<file path="src/rtl/neuro_uart_rx_if.sv">
// neuro_uart_rx_if: received-byte handshake plus error/status lines between the UART receiver and the loader
interface neuro_uart_rx_if;
  logic [7:0] rx_data;
  logic       rx_valid;
  logic       rx_ready;
  logic       rx_error;
  logic       rx_overrun;
  logic       rx_busy;
  logic       err_clr;
  modport master (output rx_data, rx_valid, rx_error, rx_overrun, rx_busy, input rx_ready, err_clr);
  modport slave  (input rx_data, rx_valid, rx_error, rx_overrun, rx_busy, output rx_ready, err_clr);
endinterface

</file>
<file path="src/rtl/neuro_uart_rx.sv">
// neuro_uart_rx: 8N1 serial receiver with bit-centre sampling, valid/ready output and sticky error flags
module neuro_uart_rx #(
  parameter int CLKS_PER_BIT = 87,
  parameter int SYNC_STAGES  = 2
) (
  input  logic CLK,
  input  logic RESET,
  input  logic RXD,
  neuro_uart_rx_if.master bus
);
  localparam int CW   = $clog2(CLKS_PER_BIT);
  localparam int HALF = CLKS_PER_BIT / 2;
  typedef enum logic [2:0] {IDLE, START, DATA, STOP, WAIT_IDLE} state_t;
  state_t                 state_q, state_d;
  logic [SYNC_STAGES-1:0] sync_q, sync_d;
  logic [CW-1:0]          cnt_q, cnt_d;
  logic [2:0]             bit_q, bit_d;
  logic [7:0]             shift_q, shift_d, data_q, data_d;
  logic                   valid_q, valid_d, err_q, err_d, ovr_q, ovr_d, busy_q, busy_d;
  logic                   rxd_s, half_end, bit_end, stop_s, good, bad, load;
  assign sync_d   = {sync_q[SYNC_STAGES-2:0], RXD};
  assign rxd_s    = sync_q[SYNC_STAGES-1];
  assign half_end = cnt_q == CW'(HALF - 1);
  assign bit_end  = cnt_q == CW'(CLKS_PER_BIT - 1);
  always_ff @(posedge CLK or posedge RESET) begin
    if (RESET) begin
      state_q <= IDLE;
      sync_q  <= '1;
      cnt_q   <= '0;
      bit_q   <= '0;
      shift_q <= '0;
      data_q  <= '0;
      valid_q <= 1'b0;
      err_q   <= 1'b0;
      ovr_q   <= 1'b0;
      busy_q  <= 1'b0;
    end else begin
      state_q <= state_d;
      sync_q  <= sync_d;
      cnt_q   <= cnt_d;
      bit_q   <= bit_d;
      shift_q <= shift_d;
      data_q  <= data_d;
      valid_q <= valid_d;
      err_q   <= err_d;
      ovr_q   <= ovr_d;
      busy_q  <= busy_d;
    end
  end
  always_comb begin
    state_d = state_q;
    cnt_d   = cnt_q + 1'b1;
    bit_d   = bit_q;
    shift_d = shift_q;
    case (state_q)
      IDLE: begin
        cnt_d = '0;
        if (!rxd_s) state_d = START;
      end
      START: if (half_end) begin
        cnt_d   = '0;
        bit_d   = '0;
        state_d = rxd_s ? IDLE : DATA;
      end
      DATA: if (bit_end) begin
        cnt_d          = '0;
        shift_d[bit_q] = rxd_s;
        bit_d          = bit_q + 1'b1;
        if (bit_q == 3'd7) state_d = STOP;
      end
      STOP: if (bit_end) begin
        cnt_d   = '0;
        state_d = rxd_s ? IDLE : WAIT_IDLE;
      end
      WAIT_IDLE: begin
        cnt_d = '0;
        if (rxd_s) state_d = IDLE;
      end
      default: begin
        cnt_d   = '0;
        state_d = IDLE;
      end
    endcase
  end
  // a good frame only replaces rx_data when the slot is free or being drained this cycle
  assign stop_s = (state_q == STOP) && bit_end;
  assign good   = stop_s && rxd_s;
  assign bad    = stop_s && !rxd_s;
  assign load   = good && (!valid_q || bus.rx_ready);
  always_comb begin
    data_d  = load ? shift_q : data_q;
    valid_d = good || (valid_q && !bus.rx_ready);
    ovr_d   = (good && valid_q && !bus.rx_ready) || (ovr_q && !bus.err_clr);
    err_d   = bad || (err_q && !bus.err_clr);
    busy_d  = state_d != IDLE;
  end
  assign bus.rx_data    = data_q;
  assign bus.rx_valid   = valid_q;
  assign bus.rx_error   = err_q;
  assign bus.rx_overrun = ovr_q;
  assign bus.rx_busy    = busy_q;
endmodule
</file>
<file path="src/flat_wrapper.sv">
// flat-port wrapper written by rule: the top's interface ports become plain ports
module neuro_uart_rx_flat 
#(
  parameter int CLKS_PER_BIT = 87,
  parameter int SYNC_STAGES  = 2
)
  (CLK, RESET, RXD, bus_rx_data, bus_rx_valid, bus_rx_error, bus_rx_overrun, bus_rx_busy, bus_rx_ready, bus_err_clr);
  neuro_uart_rx_if bus_i ();
  input  logic CLK;
  input  logic RESET;
  input  logic RXD;
  output wire logic [$bits(bus_i.rx_data)-1:0] bus_rx_data;
  output wire logic [$bits(bus_i.rx_valid)-1:0] bus_rx_valid;
  output wire logic [$bits(bus_i.rx_error)-1:0] bus_rx_error;
  output wire logic [$bits(bus_i.rx_overrun)-1:0] bus_rx_overrun;
  output wire logic [$bits(bus_i.rx_busy)-1:0] bus_rx_busy;
  input wire logic [$bits(bus_i.rx_ready)-1:0] bus_rx_ready;
  input wire logic [$bits(bus_i.err_clr)-1:0] bus_err_clr;
  assign bus_rx_data = bus_i.rx_data;
  assign bus_rx_valid = bus_i.rx_valid;
  assign bus_rx_error = bus_i.rx_error;
  assign bus_rx_overrun = bus_i.rx_overrun;
  assign bus_rx_busy = bus_i.rx_busy;
  assign bus_i.rx_ready = bus_rx_ready;
  assign bus_i.err_clr = bus_err_clr;
  neuro_uart_rx #(.CLKS_PER_BIT(CLKS_PER_BIT), .SYNC_STAGES(SYNC_STAGES)) u_core (.CLK(CLK), .RESET(RESET), .RXD(RXD), .bus(bus_i));
endmodule
</file>
<file path="config.mk">
export PLATFORM = sky130hd
export DESIGN_NAME = neuro_uart_rx_flat
export DESIGN_NICKNAME = d
export VERILOG_FILES = /design/src/rtl/neuro_uart_rx_if.sv /design/src/rtl/neuro_uart_rx.sv /design/src/flat_wrapper.sv
export SDC_FILE = /design/constraint.sdc
export NUM_CORES = 1
export LEC_CHECK = 0
export CORE_ASPECT_RATIO = 1.4
export CORE_MARGIN = 5
export CORE_UTILIZATION = 55
export CTS_CLUSTER_DIAMETER = 50
export CTS_CLUSTER_SIZE = 30
export DETAILED_ROUTE_END_ITERATION = 7
export PLACE_DENSITY = 0.78
export SYNTH_ARGS = -nofsm -noshare
export SYNTH_HDL_FRONTEND = slang
export SYNTH_SLANG_ARGS = --single-unit
</file>
<file path="constraint.sdc">
create_clock -name CLK -period 2.4 [get_ports CLK]
set_input_delay 0.24 -clock CLK [delete_from_list [all_inputs] [get_ports CLK]]
set_output_delay 0.24 -clock CLK [all_outputs]
set_load 0.1 [all_outputs]
</file>
==> reports/results.tsv <==
metric	value	unit
report.final.hold_viol_count	0	
ant_nets	0	
worst-setup-path-type	flop to flop	
synth-seq-area-share	53.42	%
fin_worst_skew	0.007716	ns
p_per_area	595.3	mW/mm2
finalCritPeriodShare	86.14	%
die_area	0.004198	mm2
dp_hpwl	2061	um
die_w	56.21	um
r2r_cells	7	
final_common_cell	dfrtp_1	
clock_sinks	35	
synth_area_leaders	dfrtp_1 50%, mux2_1 12%, dfstp_2 3.2%, ha_1 3.0%, nor2_1 3.0%	
r2r_setup_slack	0.33	ns
fin_util	65.22	%
fin_setup_tns	0	ns
yosys.area.top_type	dfrtp_1	
ys_warn_count	0	
fp-row-count	23	
grt_max_degree	36	
synth_cell_types	39	
finalNetCount	167	
max_clock_freq	0.4837	GHz
drv_slew	0	
grt_use_total	15.46	%
place_congestion	0.8049	
cts_made_buffers	5	
power.leakage	0.0009116	uW
grt_pass1_vias	1098	
via_count	1129	
drv_cap	0	
power	1117	uW
clk_latency	0.28	ns
ys_ff_latch	35	
diodes	0	
dp_cells	188	
grt_first_pass_wirelength	4899	um
drc	0	
hold_class	input pin to async pin	
cts.clk_slew.worst_paths	0.07	ns
cts_hold_buf	0	
multi_input_area	689.4	um2
antenna_found_initial	0	
outcome	complete, no violations	
vias_per_cell	5.760	
crit-reg2reg-launch	u_core.cnt_q[0]	
first_pass_iters	4	
peakVddDrop	450.8	uV
startpoint_type	flop	
start_util	57.13	%
r2r-end	u_core.bus.rx_data[1]	
initialDrtViolationCount	29	
fin_crit	2.067	ns
clockRootBuffer	clkbuf_8	
avgSynthCellArea	11.66	um2
placed_cell_area	0.001785	mm2
syn-cell-area	0.001644	mm2
seq_area	878.3	um2
final_cell_mix	33 x dfrtp_1, 17 x mux2_1, 14 x buf_4, 13 x nor2_1, 7 x inv_1	
wirelength	2776	um
io_pins	17	
synth_nets	150	
syn_inst	141	
layout-drive-gt1-share	17.61	%
cts_max_level	2	
arrival	2.23	ns
area_growth	14.16	%
core-area	0.002878	mm2
async_flop_share	100.0	%
cp_max_fo	8	
required	2.56	ns
yosys.area.top_type_share	50.23	%
setup_viol	0	
die_y	74.69	um
wl_per_cell	14.16	um
rsz0062_at_grt	no	
cts_buffer_depth	2	
final_cells	196	
overflow	0	
io_buffers	16	
worstMarginPinSlew	0.4942	ns
synth_edf_count	0	
endpoint_kind	flop	
cts_tree	done	
fill_cells	240	
max-slew-margin-rel	66.88	%
post-cts-setup-buffers	0	
ys.flop_type	dfrtp_1	
cts_resized	0	
design_area	0.001877	mm2
==> logic make-up after synthesis <==
family          count (synthesis)  share of synthesized area (%)
buf+inv                        15                          4.642
simple gates                   51                          17.81
fa+ha+maj                       4                          3.044
compound gates                 12                          5.556
flops                          35                          53.42
mux                            19                          12.86
xor+xnor                        5                          2.664
==> layer usage <==
metal / GRT usage, % / vias to the layer above / routed length (um)
li1: - / 530 / -
met1: 16.18 / 569 / 1100
met4: 8.707 / 0 / 79
met5: 0 / - / 0
met3: 4.631 / 9 / 103
met2: 27.83 / 21 / 1493
==> stage by stage <==
| stage | hold WS [ns] | setup slack (ns) |
|---|---|---|
| finish | 0.3512 | 0.3327 |
| global route | 0.3450 | 0.1513 |
| CTS | 0.3468 | 0.3038 |
| detailed placement | 0.3488 | 0.3148 |
| global placement | 0.3464 | 0.3819 |
| floorplan | 0.2445 | 0.5162 |
==> power by group <==
| group | leakage, uW | internal [uW] | switching (uW) | total, uW |
|---|---|---|---|---|
| combinational | 0.000393 | 29.7 | 45.7 | 75.4 |
| clock | 0.0000482 | 231 | 190 | 420 |
| sequential | 0.000470 | 604 | 17.0 | 621 |
==> critical path: stages, from the launching register on <==
cell	delay, ns
dfrtp_1	0.41
inv_1	0.07
ha_1	0.14
nor4bb_1	0.20
buf_4	0.20
and4_1	0.19
and3_1	0.39
mux2_1	0.36
==> worst max path at each step <==
stage                          startpoint               endpoint  slack [ns]  depth (start not counted)
after floorplan           u_core.cnt_q[0]     u_core.bus.rx_busy        0.52                          8
after global placement    u_core.cnt_q[0]  u_core.bus.rx_data[0]        0.38                          7
after detailed placement  u_core.cnt_q[0]  u_core.bus.rx_data[5]        0.31                          7
after CTS                 u_core.cnt_q[0]  u_core.bus.rx_data[1]        0.30                          7
after global routing      u_core.cnt_q[0]  u_core.bus.rx_data[2]        0.15                          7
final                     u_core.cnt_q[0]  u_core.bus.rx_data[1]        0.33                          7
==> Yosys cell counts, types with 2 or more instances <==
cell type	count
dfrtp_1	33
mux2_1	17
nor2_1	13
inv_1	7
nand2_1	6
nand4_1	5
ha_1	4
nand3_1	4
nand4b_1	4
and3_1	3
buf_4	3
clkbuf_1	3
nor2b_1	3
xnor2_1	3
a21oi_1	2
a21oi_2	2
a311o_1	2
dfstp_2	2
mux2i_1	2
nand2b_1	2
o22ai_1	2
xor2_1	2
==> cell type report <==
type / count / share of cell area, %
clock inverters: 1 / 0.2667
flip-flops and latches: 35 / 46.80
clock buffers: 7 / 4.600
repair buffers: 18 / 7.733
well taps: 37 / 2.467
inverters: 7 / 1.400
multi-input cells: 91 / 36.73
==> sequential cells by signal, summed over array words and instances (netlist names) <==
register and cells:
u_core.bit_q 3, u_core.bus.rx_busy 1, u_core.bus.rx_data 8, u_core.bus.rx_error 1, u_core.bus.rx_overrun 1, u_core.bus.rx_valid 1
u_core.cnt_q 7, u_core.shift_q 8, u_core.state_q 3, u_core.sync_q 2
No activity file was read; power rests on OpenSTA's default activity.
